$ cat src/rtl/rggen_avalon_timeout_guard_pkg.sv
// Shared types and helpers for the Avalon-MM timeout guard.
// Also carries the Avalon response-code macros used across the register block.
// No logic; constants and a width helper only.

`ifndef RGGEN_RTL_MACROS_VH
`define RGGEN_RTL_MACROS_VH
`define RGGEN_AVALON_RESPONSE_OKAY        2'b00
`define RGGEN_AVALON_RESPONSE_SLVERR      2'b10
`define RGGEN_AVALON_RESPONSE_DECODEERROR 2'b11
`endif

package rggen_avalon_timeout_guard_pkg;

   // Transaction phases: accept, present to agent, await completion,
   // report to host, swallow a late completion after an abort.
   typedef enum logic [2:0] {
      ST_IDLE  = 3'd0,
      ST_CMD   = 3'd1,
      ST_RESP  = 3'd2,
      ST_DONE  = 3'd3,
      ST_DRAIN = 3'd4
   } state_e;

   // Timer must hold the value TIMEOUT_CYCLES; never narrower than one bit.
   function automatic int timer_width(input int cycles);
      return (cycles < 2) ? 1 : $clog2(cycles + 1);
   endfunction

endpackage

$ cat src/rtl/rggen_timeout_counter.sv
// Saturating transaction timer; o_expire flags the last timed cycle.
// Latency: o_expire is a decode of the registered count (no input path).
// Backpressure: none; the owner decides when to clear or count.

module rggen_timeout_counter
   import rggen_avalon_timeout_guard_pkg::*;
#(
   parameter int TIMEOUT_CYCLES = 256
)(
   input  logic i_clk,
   input  logic i_rst_n,
   input  logic i_clear,
   input  logic i_enable,
   output logic o_expire
);

   localparam int            CW   = timer_width(TIMEOUT_CYCLES);
   localparam logic [CW-1:0] LAST = (TIMEOUT_CYCLES == 0) ? '0 : CW'(TIMEOUT_CYCLES - 1);

   logic [CW-1:0] count_q;
   logic [CW-1:0] count_d;

   // Clear wins; otherwise count up and stick at all-ones.
   always_comb begin
      count_d = count_q;
      if (i_clear) begin
         count_d = '0;
      end else if (i_enable && (count_q != '1)) begin
         count_d = count_q + 1'b1;
      end
   end

   // Count register.
   always_ff @(posedge i_clk or negedge i_rst_n) begin
      if (!i_rst_n) begin
         count_q <= '0;
      end else begin
         count_q <= count_d;
      end
   end

   // A zero budget disables expiry entirely.
   assign o_expire = (TIMEOUT_CYCLES != 0) && (count_q == LAST);

endmodule

$ cat src/rtl/rggen_avalon_timeout_guard.sv
// Registered Avalon-MM pass-through that aborts hung agent transactions with an error.
// Latency: agent command one cycle after host accept; host completion one cycle after agent completion.
// Backpressure: host waitrequest is high whenever a transaction or a drain is outstanding.

module rggen_avalon_timeout_guard
   import rggen_avalon_timeout_guard_pkg::*;
#(
   parameter int         ADDRESS_WIDTH  = 8,
   parameter int         BUS_WIDTH      = 32,
   parameter int         TIMEOUT_CYCLES = 256,
   parameter logic [1:0] ERROR_RESPONSE = `RGGEN_AVALON_RESPONSE_SLVERR
)(
   input  logic                     i_clk,
   input  logic                     i_rst_n,
   input  logic                     i_host_read,
   input  logic                     i_host_write,
   input  logic [ADDRESS_WIDTH-1:0] i_host_address,
   input  logic [BUS_WIDTH/8-1:0]   i_host_byteenable,
   input  logic [BUS_WIDTH-1:0]     i_host_writedata,
   output logic                     o_host_waitrequest,
   output logic                     o_host_readdatavalid,
   output logic                     o_host_writeresponsevalid,
   output logic [1:0]               o_host_response,
   output logic [BUS_WIDTH-1:0]     o_host_readdata,
   output logic                     o_agent_read,
   output logic                     o_agent_write,
   output logic [ADDRESS_WIDTH-1:0] o_agent_address,
   output logic [BUS_WIDTH/8-1:0]   o_agent_byteenable,
   output logic [BUS_WIDTH-1:0]     o_agent_writedata,
   input  logic                     i_agent_waitrequest,
   input  logic                     i_agent_readdatavalid,
   input  logic                     i_agent_writeresponsevalid,
   input  logic [1:0]               i_agent_response,
   input  logic [BUS_WIDTH-1:0]     i_agent_readdata,
   output logic                     o_timeout
);

   state_e                   state_q,      state_d;
   logic [ADDRESS_WIDTH-1:0] address_q,    address_d;
   logic [BUS_WIDTH/8-1:0]   byteenable_q, byteenable_d;
   logic [BUS_WIDTH-1:0]     writedata_q,  writedata_d;
   logic                     write_q,      write_d;
   logic [1:0]               response_q,   response_d;
   logic [BUS_WIDTH-1:0]     readdata_q,   readdata_d;
   logic                     timeout_q,    timeout_d;
   logic                     drain_q,      drain_d;
   logic                     expire;
   logic                     completion;

   // Only the strobe matching the outstanding command kind counts.
   assign completion = write_q ? i_agent_writeresponsevalid : i_agent_readdatavalid;

   rggen_timeout_counter #(
      .TIMEOUT_CYCLES (TIMEOUT_CYCLES)
   ) u_timer (
      .i_clk    (i_clk),
      .i_rst_n  (i_rst_n),
      .i_clear  (state_q == ST_IDLE),
      .i_enable ((state_q == ST_CMD) || (state_q == ST_RESP)),
      .o_expire (expire)
   );

   // Next-state and capture logic; a real agent event always beats expiry.
   always_comb begin
      state_d      = state_q;
      address_d    = address_q;
      byteenable_d = byteenable_q;
      writedata_d  = writedata_q;
      write_d      = write_q;
      response_d   = response_q;
      readdata_d   = readdata_q;
      timeout_d    = timeout_q;
      drain_d      = drain_q;
      case (state_q)
         ST_IDLE: begin
            if (i_host_read || i_host_write) begin
               address_d    = i_host_address;
               byteenable_d = i_host_byteenable;
               writedata_d  = i_host_writedata;
               write_d      = i_host_write;
               state_d      = ST_CMD;
            end
         end
         ST_CMD: begin
            if (!i_agent_waitrequest) begin
               state_d = ST_RESP;
            end else if (expire) begin
               // Command withdrawn; the agent never saw it, so nothing to drain.
               response_d = ERROR_RESPONSE;
               readdata_d = '0;
               timeout_d  = 1'b1;
               drain_d    = 1'b0;
               state_d    = ST_DONE;
            end
         end
         ST_RESP: begin
            if (completion) begin
               response_d = i_agent_response;
               readdata_d = write_q ? '0 : i_agent_readdata;
               timeout_d  = 1'b0;
               drain_d    = 1'b0;
               state_d    = ST_DONE;
            end else if (expire) begin
               // Agent owns the command; its late completion must be swallowed.
               response_d = ERROR_RESPONSE;
               readdata_d = '0;
               timeout_d  = 1'b1;
               drain_d    = 1'b1;
               state_d    = ST_DONE;
            end
         end
         ST_DONE: begin
            state_d = drain_q ? ST_DRAIN : ST_IDLE;
         end
         ST_DRAIN: begin
            if (completion) begin
               state_d = ST_IDLE;
            end
         end
         default: begin
            state_d = ST_IDLE;
         end
      endcase
   end

   // State and captured-transaction registers.
   always_ff @(posedge i_clk or negedge i_rst_n) begin
      if (!i_rst_n) begin
         state_q      <= ST_IDLE;
         address_q    <= '0;
         byteenable_q <= '0;
         writedata_q  <= '0;
         write_q      <= 1'b0;
         response_q   <= '0;
         readdata_q   <= '0;
         timeout_q    <= 1'b0;
         drain_q      <= 1'b0;
      end else begin
         state_q      <= state_d;
         address_q    <= address_d;
         byteenable_q <= byteenable_d;
         writedata_q  <= writedata_d;
         write_q      <= write_d;
         response_q   <= response_d;
         readdata_q   <= readdata_d;
         timeout_q    <= timeout_d;
         drain_q      <= drain_d;
      end
   end

   assign o_host_waitrequest        = (state_q != ST_IDLE);
   assign o_host_readdatavalid      = (state_q == ST_DONE) && !write_q;
   assign o_host_writeresponsevalid = (state_q == ST_DONE) &&  write_q;
   assign o_host_response           = (state_q == ST_DONE) ? response_q : 2'b00;
   assign o_host_readdata           = (state_q == ST_DONE) ? readdata_q : '0;
   assign o_timeout                 = (state_q == ST_DONE) && timeout_q;

   assign o_agent_read       = (state_q == ST_CMD) && !write_q;
   assign o_agent_write      = (state_q == ST_CMD) &&  write_q;
   assign o_agent_address    = address_q;
   assign o_agent_byteenable = byteenable_q;
   assign o_agent_writedata  = writedata_q;

endmodule
$ cat config.mk
export PLATFORM = sky130hd
export DESIGN_NAME = rggen_avalon_timeout_guard
export DESIGN_NICKNAME = d
export VERILOG_FILES = /design/src/rtl/rggen_avalon_timeout_guard_pkg.sv /design/src/rtl/rggen_timeout_counter.sv /design/src/rtl/rggen_avalon_timeout_guard.sv
export SDC_FILE = /design/constraint.sdc
export NUM_CORES = 1
export LEC_CHECK = 0
export ABC_AREA = 1
export CORE_ASPECT_RATIO = 0.75
export CORE_MARGIN = 4
export CORE_UTILIZATION = 40
export DETAILED_ROUTE_END_ITERATION = 6
export PLACE_DENSITY = 0.74
export SLEW_MARGIN = 5
export SYNTH_ARGS = -nofsm -noshare
export SYNTH_HDL_FRONTEND = slang
export SYNTH_SLANG_ARGS = --single-unit
$ cat constraint.sdc
create_clock -name i_clk -period 2.2 [get_ports i_clk]
set_clock_uncertainty 0.1 [all_clocks]
set_input_delay 0.22 -clock i_clk [delete_from_list [all_inputs] [get_ports i_clk]]
set_output_delay 0.22 -clock i_clk [all_outputs]
set_load 0.1 [all_outputs]
## Word-level counts from Yosys, hierarchy flattened

Index checks and enable logic that the tools add are counted.

| word-level totals | value |
|---|---|
| bits in registers | 93 |
| latch bits | 0 |
| memory bits (writable) | 0 |
| ROM bits | 0 |
| input port bits | 85 |
| output and inout port bits | 84 |
| logic and storage cells | 69 |
| memories kept | 0 |

| cells by class | value |
|---|---|
| add/subtract/negate cells | 1 |
| multiply operators | 0 |
| div/mod/pow operators | 0 |
| order comparisons | 0 |
| equality and inequality tests | 11 |
| shift operators | 0 |
| multiplexer cells | 30 |
| bitwise gates (word level) | 0 |
| reduce and logical (&&, ||, !) cells | 17 |

Operator list:

| operator | number |
|---|---|
| two-way mux 32 bit | 5 |
| one-hot mux 32 bit (2 select lines) | 1 |
| two-way mux 3 bit | 6 |
| two-way mux 9 bit | 2 |
| one-hot mux 3 bit (5 select lines) | 1 |
| adder 9 x 1 -> 9 bit, second input constant | 1 |
| == test 9 x 8 -> 1 bit, second input constant | 1 |
| != test 9 bit, second input constant | 1 |
| two-way mux 1 bit | 8 |
| two-way mux 2 bit | 4 |
| != test 2 bit, second input constant | 4 |
| == test 3 x 2 -> 1 bit, second input constant | 2 |
| logical AND 1 bit | 6 |
| AND reduction 2 bit | 3 |
| one-hot mux 1 bit (2 select lines) | 2 |
| one-hot mux 2 bit (2 select lines) | 1 |
| AND reduction 4 bit | 1 |
| nonzero test 2 bit | 2 |
| == test 3 x 1 -> 1 bit, second input constant | 1 |
| == test 3 bit, second input constant | 1 |
| zero test 3 bit | 1 |
| != test 3 bit, second input constant | 1 |
| nonzero test 3 bit | 1 |
| logical OR 1 bit | 2 |
| zero test 1 bit | 1 |

## Logic depth before layout (Yosys ltp)

Gate-level depths: netlist (run 1).

| logic depth | value |
|---|---|
| word-level depth | 5 |
| depth in mapped cells | 12 |
| mapped depth without buffers | 12 |

## Hierarchy

From an unflattened synthesis (run 1), not the netlist that was laid out.

| unflattened totals | value |
|---|---|
| cells, all modules | 539 |
| area total of the unflattened synthesis | 4290.4 um^2 |

Modules (own cells, without submodules):

| module | instances | cells an instance | area an instance (um^2) | seq. area each (um^2) |
|---|---|---|---|---|
| rggen_avalon_timeout_guard | 1 | 472 | 3756.1 | 2102.0 |
| rggen_timeout_counter | 1 | 67 | 534.3 | 225.2 |

## Worst setup path before layout (run 1)

Ideal clock, no wire load.

| path | value |
|---|---|
| path type | flip-flop to output port |
| start | register state_q[2] |
| end | output port o_host_readdata[11] |
| arrival time | 2.215 ns |
| data required time | 1.880 ns |
| slack | -0.335 ns |
| stages on the path, launching flop included | 6 |
| path buffers | 2 |
| path through | dfrtp_1 > inv_1 > nand3_1 > buf_2 > buf_2 > nor2_1 |

| between the ends | value |
|---|---|
| longest elaborated chain between the ends | 2 |

Ends and longest elaborated chain:

| element | line | text |
|---|---|---|
| start, declared | rggen_avalon_timeout_guard.sv:38 | `state_e state_q, state_d;` |
| start signal, assigned | rggen_avalon_timeout_guard.sv:139 | `state_q <= state_d;` |
| == test 3 x 2 -> 1 bit | rggen_avalon_timeout_guard.sv:155 | `assign o_host_readdata = (state_q == ST_DONE) ? readdata_q : '0;` |
| two-way mux 32 bit | rggen_avalon_timeout_guard.sv:155 |  |
| end, declared | rggen_avalon_timeout_guard.sv:24 | `output logic [BUS_WIDTH-1:0] o_host_readdata,` |

Every way passes these cells.

## Worst setup path in the final report (run 1)

| path | value |
|---|---|
| start | register u_timer.count_q[0] |
| end | register readdata_q[29] |

| between the ends | value |
|---|---|
| longest elaborated chain between the ends | 4 |
| elaborated cells on any way between the ends | 5 |
| classes of those cells | eq/ne (1); mux (4) |

Ends and longest elaborated chain:

| element | line | text |
|---|---|---|
| start, declared | rggen_timeout_counter.sv:20 | `logic [CW-1:0] count_q;` |
| start signal, assigned | rggen_timeout_counter.sv:38 | `count_q <= count_d;` |
| == test 9 x 8 -> 1 bit * | rggen_timeout_counter.sv:43 | `assign o_expire = (TIMEOUT_CYCLES != 0) && (count_q == LAST);` |
| two-way mux 32 bit * | -- |  |
| two-way mux 32 bit (on tied branches) | -- |  |
| one-hot mux 32 bit (2 select lines) * | -- |  |
| end signal, assigned | rggen_avalon_timeout_guard.sv:145 | `readdata_q <= readdata_d;` |
| end, declared | rggen_avalon_timeout_guard.sv:44 | `logic [BUS_WIDTH-1:0] readdata_q, readdata_d;` |

Mark *: on every way between the ends. The rest lies on a longest branch, timed or not. The select of a mux whose other input is x is not followed.
A chain may end at the register's enable or synchronous reset.

==> metrics.md, run 1 <==
| Metric | Value |
|---|---|
| Status | `finished clean` |
| Share of synthesized flip-flops with an asynchronous set or reset | `1.00` |
| Crit path launch type | `register` |
| Maximum clock rate | `0.483 GHz` |
| DIE WIDTH | `130 µm` |
| Area post-placement | `6530 µm²` |
| Clock latency reported for the late side of the worst-skew pair | `0.34 ns` |
| Synth Instances | `548` |
| Area of the mapped netlist | `between 4000 and 5000 µm²` |
| Weighted congestion reported at the end of routability-driven placement | `about 0.85` |
| Finished Cell Area | `about 6900 µm²` |
| EDFF count, synth | `0` |
| Initial antenna violation count | `0` |
| Max-slew violation count | `0` |
| Most common cell after layout, fill and taps aside | `nand2_1` |
| Pin count of the biggest net entering global routing | `46` |
| Max-slew headroom at the worst pin | `0.714` |
| CP required | `approximately 2.3 ns` |
| DP HPWL | `just under 9000 µm` |
| Final critical path time including I/O delays and setup | `2.07 ns` |
| Chip height | `roughly 99 µm` |
| Core Footprint | `10500 µm²` |
| Io pins | `between 150 and 200` |
| DR WL/cell | `roughly 14 µm` |
| N_diodes | `0` |
| Wire length of the first global-routing pass | `19700 µm` |
| Worst Setup End Kind | `register` |
| Final routed DRC violation total | `0` |
| Total global-route track usage | `0.192` |
| Transition at the pin with the smallest max-transition slack | `0.429 ns` |
| Area grow syn2layout | `54.8%` |
| Worst setup path category | `reg2reg` |
| Placement row count | `32` |
| Warning count from the yosys run | `0` |
| Final setup vio count | `0` |
| Ratio of cells with drive above 1 in the final layout | `0.213` |
| Top_reg_cell synth | `dfrtp_1` |
| Effective utilization at floorplan | `0.421` |
| Vias in the first global route | `4013` |
| Average footprint of a synthesized cell | `roughly 8.1 µm²` |
| Clock-pin slew on the worst setup and hold paths | `0.06 ns` |
| Clock tree from TritonCTS | `done` |
| DRT Pass-1 Iters | `5` |
| Fin. Hold Viols | `0` |
| Worst setup timing slack at the placement stage | `0.143 ns` |
| Floorplan die area | `~13000 µm²` |
| Critical path fanouts, max | `34` |
| Congestion Overflow GR | `0` |
| Iteration-0 DRC count of the detailed router | `around 250` |
| Final period util | `0.941` |
| Antenna-violating nets left | `0` |
| Most frequent cells in the layout | `nand2_1 (197), dfrtp_1 (93), clkdlybuf4s50_1 (83)` |
| Post-route setup TNS | `0 ns` |
| Worst Path Arrival | `2.19 ns` |
| Synth Net Count | `~640` |
| Hold WC Path Type | `in2async` |
| Count of H-tree levels built during CTS | `3` |
| Sinks on the clock net | `93` |
| Count of distinct cell types in the synthesized netlist | `29` |
| IO Port Bufs | `around 170` |
| Number of buffers added by the clock tree synthesis step | `9` |
| Minimum setup slack in the final design | `between 0.1 and 0.15 ns` |
| Number of register bits inferred by synthesis | `between 90 and 100` |
| Final WL | `approximately 12000 µm` |
| Final Hold Slack | `~0.27 ns` |
| Nets@finish | `~800` |
| Cell at the root of the clock tree | `clkbuf_16` |
| Vias | `~4100` |
| Sequential area share after synthesis | `0.525` |
| Drt via density | `between 4 and 5` |
| Setup bufs post-CTS | `0` |
| Number of max-cap violations | `0` |
| Max Buffers Root-to-Sink | `2` |
==> cells in the mapped netlist, types with 2 or more instances <==
library cell	count	area (µm²)
nand4_1	6	37.5
nand2_2	5	31.3
o21ai_0	3	15.0
inv_2	4	15.0
buf_2	13	65.1
nand3_1	81	405
a21oi_2	2	17.5
clkbuf_1	4	15.0
nand2_4	5	56.3
dfrtp_1	93	2330
nor3_1	2	10.0
nor2_1	48	180
nand3_2	9	90.1
nor2_2	2	12.5
buf_6	7	78.8
nand2_1	197	739
buf_4	2	15.0
inv_1	51	191
ha_1	4	50.1
==> worst max-delay path, cell delays in order, from the launching register on <==
cell	delay (ns)
dfrtp_1	0.38
ha_1	0.18
nand2_1	0.12
nor4_2	0.33
ha_1	0.30
nand2_4	0.27
nand3_1	0.18
nand2_1	0.07
==> sequential cells by signal, summed over array words and instances (netlist names) <==
signal / flops
drain_q: 1
o_agent_address: 8
o_agent_byteenable: 4
o_agent_writedata: 32
readdata_q: 32
response_q: 2
state_q: 3
timeout_q: 1
u_timer.count_q: 9
write_q: 1
==> cell families after synthesis <==
| group | after synthesis | synth area share |
|---|---|---|
| AOI/OAI and AO/OA | 8 | 0.0116 |
| buffers and inverters | 83 | 0.0881 |
| adders and majority gates | 4 | 0.0113 |
| DFF | 93 | 0.525 |
| and+or+nand+nor | 360 | 0.364 |
==> through the flow <==
step	utilization	instances
3_3_place_gp	0.620	834
6_report	0.651	851
5_1_grt	0.651	851
4_1_cts	0.651	851
3_5_place_dp	0.620	834
2_1_floorplan	-	548
==> final timing paths <==
| check | start | end | slack (ns) | cells past startpoint |
|---|---|---|---|---|
| max | u_timer.count_q[0] | readdata_q[29] | 0.13 | 7 |
| min reg2reg | o_agent_writedata[9] | o_agent_writedata[9] | 0.37 | 2 |
| min | i_rst_n | readdata_q[31] | 0.27 | 2 |
| max in group asynchronous | i_rst_n | o_agent_writedata[25] | 1.07 | 3 |
| max reg2reg | u_timer.count_q[0] | readdata_q[29] | 0.13 | 7 |
| min in group i_clk | i_agent_readdata[31] | readdata_q[31] | 0.32 | 3 |
==> cell type report <==
cell class / count / area, µm²
Fill cell: 846 / 3670
Sequential cell: 93 / 2330
Timing Repair Buffer: 178 / 2080
Multi-Input combinational cell: 372 / 1760
Clock buffer: 12 / 236
Inverter: 56 / 213
Tap cell: 136 / 170
Clock inverter: 4 / 72.6
==> metal layers <==
layer / GRT usage / part of all wire / vias up
met5: 0 / 0 / -
met4: 0.0591 / 0.018 / 0
met3: 0.0682 / 0.089 / 15
met2: 0.306 / 0.46 / 139
met1: 0.248 / 0.43 / 1898
li1: - / - / 2014
==> repair_timing <==
item,CTS,global route
endpoints found under the setup margin,0,31
hold buffers,1,0
hold endpoints to repair,27,0
resized for setup,0,1
Power of run 1 is left out: the tool's default activity adds up to more than one toggle a clock period on the data nets, which glitch-free logic cannot reach.
==> inputs of run 2 (changes only) <==
Settings changed: CAP_MARGIN from default to 15, CTS_CLUSTER_DIAMETER from default to 30, PLACE_DENSITY 0.74 to default, PLACE_DENSITY_LB_ADDON from default to 0.05.
==> run 2 against run 1 <==
Worst hold slack worse by 0.00068 ns. Core utilization is 0.071 points higher. Final area is 0.11% higher. Non-clock buffer count is 1 lower. Final cell count is 0.12% lower. Wire length is 2.2% lower. Die area stayed put. Register-to-register slack better by 0.06 ns. Critical path type is now reg2out.
==> metrics.md, run 2 (synthesis results as in run 1) <==
| Metric | Value |
|---|---|
| Status | `finished clean` |
| Clock latency reported for the late side of the worst-skew pair | `0.34 ns (about the same)` |
| Vias in the first global route | `4061 (+1.2%)` |
| N_diodes | `0 (unchanged)` |
| Ratio of cells with drive above 1 in the final layout | `0.217 (+0.00450)` |
| Area post-placement | `6510 µm² (-0.31%)` |
| CP max-delay cell | `dfrtp_1` |
| DR WL/cell | `14.1 µm (-2.1%)` |
| Iteration-0 DRC count of the detailed router | `190 (-23%)` |
| Delay of the slowest critical-path stage | `0.40 ns (+0.02 ns)` |
| Cell at the root of the clock tree | `clkbuf_16` |
| Unrepaired setup endpoints after global routing | `true` |
| Critical path fanouts, max | `38 (+12%)` |
| Count of H-tree levels built during CTS | `3 (unchanged)` |
| Transition at the pin with the smallest max-transition slack | `0.472 ns (+0.0430 ns)` |
| Total global-route track usage | `0.192 (-0.000575)` |
| Core Footprint | `10500 µm² (unchanged)` |
| CP required | `1.88 ns (-0.44 ns)` |
| Nets@finish | `798 (-0.13%)` |
| Effective utilization at floorplan | `0.421 (unchanged)` |
| Placement row count | `32 (unchanged)` |
| Max Buffers Root-to-Sink | `2 (unchanged)` |
| Maximum clock rate | `0.478 GHz (-0.98%)` |
| Sinks on the clock net | `93 (unchanged)` |
| Vias | `4061 (-0.12%)` |
| Chip height | `99.2 µm (unchanged)` |
| Floorplan die area | `12800 µm² (unchanged)` |
| Worst setup path category | `reg2out` |
| Worst Setup End Kind | `output pin` |
| Max-slew violation count | `0 (unchanged)` |
| Antenna-violating nets left | `0 (unchanged)` |
| Final period util | `0.951 (+0.00934)` |
| Number of buffers added by the clock tree synthesis step | `9 (unchanged)` |
| Initial antenna violation count | `0 (unchanged)` |
| Final setup vio count | `0 (unchanged)` |
| Io pins | `169 (unchanged)` |
| Number of fill cells | `912 (+7.8%)` |
| Drt via density | `4.78 (about the same)` |
| Worst Path Arrival | `1.77 ns (-0.42 ns)` |
| Max-slew headroom at the worst pin | `0.685 (-0.0287)` |
| DP HPWL | `8800 µm (-1.2%)` |
| Area grow syn2layout | `54.9%` |
| Congestion Overflow GR | `0 (unchanged)` |
| Clock-pin slew on the worst setup and hold paths | `0.06 ns (about the same)` |
| Number of max-cap violations | `0 (unchanged)` |
| Weighted congestion reported at the end of routability-driven placement | `0.831 (-2.2%)` |
| IO Port Bufs | `168 (unchanged)` |
| Critical path, cell by cell | `inv_1, nand3_2, buf_4, nor2_1, buf_12` |
| Hold WC Path Type | `in2async` |
| Fin. Hold Viols | `0 (unchanged)` |
| DRT Pass-1 Iters | `4 (-1)` |
| Final routed DRC violation total | `0 (unchanged)` |
| DIE WIDTH | `130 µm (unchanged)` |
| Pin count of the biggest net entering global routing | `63 (+37%)` |
| Clock tree from TritonCTS | `done` |
| Crit path launch type | `register` |
| Final WL | `12000 µm (-2.2%)` |
| Wire length of the first global-routing pass | `19700 µm (unchanged)` |
| Most frequent cells in the layout | `nand2_1 (197), dfrtp_1 (93), clkdlybuf4s50_1 (83)` |
| Final critical path time including I/O delays and setup | `2.09 ns (+0.0205 ns)` |
| Most common cell after layout, fill and taps aside | `nand2_1` |
| Finished Cell Area | `6870 µm² (+0.11%)` |
-- run 2: cell count changes in the layout (fill, tap and decap cells not counted), sizes merged --
cell and change:
buf -1, inv +1, clkbuf -1
-- run 2: layout make-up --
cell class / instances / area [µm²] / share of cell area
Clock inverter: 5 / 81.3 / 0.0118
Multi-Input combinational cell: 372 / 1760 / 0.256
Tap cell: 136 / 170 / 0.0248
Timing Repair Buffer: 177 / 2060 / 0.301
Inverter: 56 / 213 / 0.0310
Sequential cell: 93 / 2330 / 0.339
Clock buffer: 11 / 253 / 0.0368
-- run 2: metrics by stage --
| step | setup slack (ns) | setup TNS (ns) | cells | hold WS, ns | utilization |
|---|---|---|---|---|---|
| 5_1_grt | -0.00673 | -0.0164 | 850 | 0.297 | 0.652 |
| 2_1_floorplan | -0.335 | -7.88 | 548 | -0.176 | - |
| 4_1_cts | 0.0901 | 0 | 850 | 0.267 | 0.651 |
| 3_5_place_dp | 0.128 | 0 | 833 | 0.0966 | 0.619 |
| 3_3_place_gp | 0.220 | 0 | 833 | 0.0880 | 0.619 |
| 6_report | 0.108 | 0 | 850 | 0.266 | 0.652 |
-- run 2: timing repair --
| action | 4_1_cts | 5_1_grt |
|---|---|---|
| hold endpoints to repair | 31 | 0 |
| hold buffers | 1 | 0 |
| gates resized for setup | 0 | 2 |
| setup buffers | 0 | 0 |
| endpoints found under the setup margin | 0 | 41 |
-- run 2: path summary, 6_finish.rpt --
| kind | from | to | slack, ns | cells past startpoint |
|---|---|---|---|---|
| min in group i_clk | i_agent_readdata[21] | readdata_q[21] | 0.31 | 3 |
| max in group asynchronous | i_rst_n | readdata_q[6] | 1.05 | 3 |
| setup / recovery | state_q[2] | o_timeout | 0.11 | 5 |
| hold / removal | i_rst_n | o_agent_writedata[5] | 0.27 | 2 |
| hold reg to reg | o_agent_address[1] | o_agent_address[1] | 0.37 | 2 |
| setup reg to reg | u_timer.count_q[0] | readdata_q[14] | 0.19 | 8 |
-- run 2: metal layers --
| layer | GRT usage | vias up | routed length [µm] | share of wire |
|---|---|---|---|---|
| li1 | - | 2017 | - | - |
| met1 | 0.251 | 1934 | 5170 | 0.43 |
| met2 | 0.305 | 101 | 5720 | 0.48 |
| met3 | 0.0687 | 9 | 931 | 0.078 |
| met4 | 0.0495 | 0 | 131 | 0.011 |
| met5 | 0 | - | 0 | 0 |
-- run 2: worst max-delay path, delay by kind of cell (launching register included) --
kind	cells	cell delay [ns]
buffers and inverters	3	0.67
DFF	1	0.40
and+or+nand+nor	2	0.36
Power of run 2 is left out for the same reason.
==> inputs of run 3 (changes only) <==
Settings changed: CELL_PAD_IN_SITES_DETAIL_PLACEMENT from default to 1, CELL_PAD_IN_SITES_GLOBAL_PLACEMENT from default to 2, CORE_UTILIZATION 40 to 24, PLACE_DENSITY from default to 0.79, PLACE_DENSITY_LB_ADDON 0.05 to default.
==> run 3 against run 2 <==
Maximum frequency up 0.47%. Via count up 2.8%. Sequential share of layout area decreased by 0.52 points. Final cell count grew 13%. Largest cell class unchanged.
==> metrics.md, run 3 (synthesis results as in run 1) <==
| Metric | Value |
|---|---|
| Total power | `approximately 12000 µW` |
| Drt via density | `4.36 (-8.7%)` |
| Final critical path time including I/O delays and setup | `2.08 ns (-0.00986 ns)` |
| Sinks on the clock net | `93 (unchanged)` |
| Clock latency reported for the late side of the worst-skew pair | `0.34 ns (about the same)` |
| Max-slew headroom at the worst pin | `0.611 (-0.0745)` |
| Total global-route track usage | `0.144 (-0.0480)` |
| Count of H-tree levels built during CTS | `3 (unchanged)` |
| Final setup vio count | `0 (unchanged)` |
| Critical path fanouts, max | `38 (unchanged)` |
| Congestion Overflow GR | `0 (unchanged)` |
| Multi-input combinational cell area | `1780 µm² (+1.1%)` |
| Power per cell area | `between 1500 and 2000 nW/µm²` |
| Worst supply voltage drop on vdd | `between 1 and 1.5 mV` |
| Number of max-cap violations | `0 (unchanged)` |
| Utilization after layout | `0.390 (-0.262)` |
| Nets@finish | `799 (+0.13%)` |
| Max-slew violation count | `0 (unchanged)` |
| Placement row count | `42 (+31%)` |
| Wire length of the first global-routing pass | `23700 µm (+20%)` |
| Clock-pin slew on the worst setup and hold paths | `0.06 ns (about the same)` |
| Worst setup path category | `reg2out` |
| Final period util | `0.946 (-0.00448)` |
| Vias in the first global route | `4624 (+14%)` |
| Final routed DRC violation total | `0 (unchanged)` |
| Max Buffers Root-to-Sink | `2 (unchanged)` |
| Slack of the worst reg-to-reg path | `0.23 ns (+0.04 ns)` |
| Core Footprint | `17900 µm² (+70%)` |
| Antenna-violating nets left | `0 (unchanged)` |
| DP HPWL | `11000 µm (+25%)` |
| Vias | `4175 (+2.8%)` |
| DR WL/cell | `15.4 µm (+9.4%)` |
| Ratio of cells with drive above 1 in the final layout | `0.217 (-0.000304)` |
| Io pins | `169 (unchanged)` |
| Post-route setup TNS | `0 ns (unchanged)` |
| Effective utilization at floorplan | `0.248 (-0.173)` |
| Hold WC Path Type | `in2async` |
| Unrepaired setup endpoints after global routing | `false` |
| Static power due to leakage | `0.00342 µW` |
| Area grow syn2layout | `57.4%` |
| Cell at the root of the clock tree | `clkbuf_16` |
| Number of buffers added by the clock tree synthesis step | `9 (unchanged)` |
| Crit path launch type | `register` |
| N_diodes | `0 (unchanged)` |
| Floorplan die area | `20700 µm² (+61%)` |
| Weighted congestion reported at the end of routability-driven placement | `0.823 (-0.99%)` |
| Most common cell after layout, fill and taps aside | `nand2_1` |
| FF+latch area | `2330 µm² (unchanged)` |
| Final WL | `14700 µm (+23%)` |
| Worst Setup End Kind | `output pin` |
| Most frequent cells in the layout | `nand2_1 (196), dfrtp_1 (93), clkdlybuf4s50_1 (83)` |
| Fin. Hold Viols | `0 (unchanged)` |
| Worst Path Arrival | `1.76 ns (about the same)` |
| Pin count of the biggest net entering global routing | `46 (-27%)` |
| IO Port Bufs | `168 (unchanged)` |
| DRT Pass-1 Iters | `4 (unchanged)` |
| Chip height | `126 µm (+27%)` |
| Iteration-0 DRC count of the detailed router | `183 (-3.7%)` |
| CP required | `1.88 ns (about the same)` |
| Clock tree from TritonCTS | `done` |
| Transition at the pin with the smallest max-transition slack | `0.584 ns (+0.112 ns)` |
| Maximum clock rate | `0.480 GHz (+0.47%)` |
| DIE WIDTH | `165 µm (+27%)` |
| Initial antenna violation count | `0 (unchanged)` |
| Status | `finished clean` |
| Number of fill cells | `2072 (+130%)` |
run 3: final timing paths:
check,startpoint,to,cells after the start
worst max register to register,u_timer.count_q[0],u_timer.count_q[4],11
worst min-delay path,i_rst_n,u_timer.count_q[6],2
min in group i_clk,i_agent_readdata[16],readdata_q[16],3
worst max-delay path,state_q[2],o_host_readdata[0],5
max in group asynchronous,i_rst_n,o_agent_writedata[24],3
worst min register to register,o_agent_writedata[4],o_agent_writedata[4],2
run 3: worst max-delay path, cell delays in order (launching register included):
cell and delay, ns:
dfrtp_1 0.41, inv_1 0.20, nand3_2 0.12, buf_12 0.20
nor2_1 0.26, buf_12 0.22
run 3: layout make-up:
cell class                 count  share of cell area
timing repair buffer         178               0.299
clock inverter                 5             0.00520
sequential                    93               0.334
inverter                      56              0.0305
tap                          242              0.0434
multi-input combinational    372               0.255
clock buffer                  11              0.0334
run 3: per-stage QoR:
stage,instance area (µm²),worst slack (ns),std cells,hold slack (ns)
6_report,6970,0.118,957,0.317
4_1_cts,6950,0.0105,957,0.302
5_1_grt,6970,0.00258,957,0.316
3_3_place_gp,6670,0.186,940,0.155
3_5_place_dp,6670,0.0242,940,0.167
2_1_floorplan,4460,-0.335,548,-0.176
run 3: metal layers:
metal,wire [µm],GRT usage
met2,6830,0.232
met3,1500,0.0673
met1,6170,0.173
met5,0,0
met4,217,0.0377
run 3: where the power goes:
part / internal (µW) / switching (µW) / total, µW
sequential: 2410 / 458 / 2870
combinational: 1830 / 5780 / 7600
clock: 769 / 674 / 1440
run 3: timing repair:
item / in CTS / in global routing
hold buffers: 1 / 0
endpoints found under the setup margin: 0 / 45
resized for setup: 0 / 5
hold endpoints to repair: 41 / 0
buffers inserted: 0 / 0
Power figures use the tool's default switching activity.
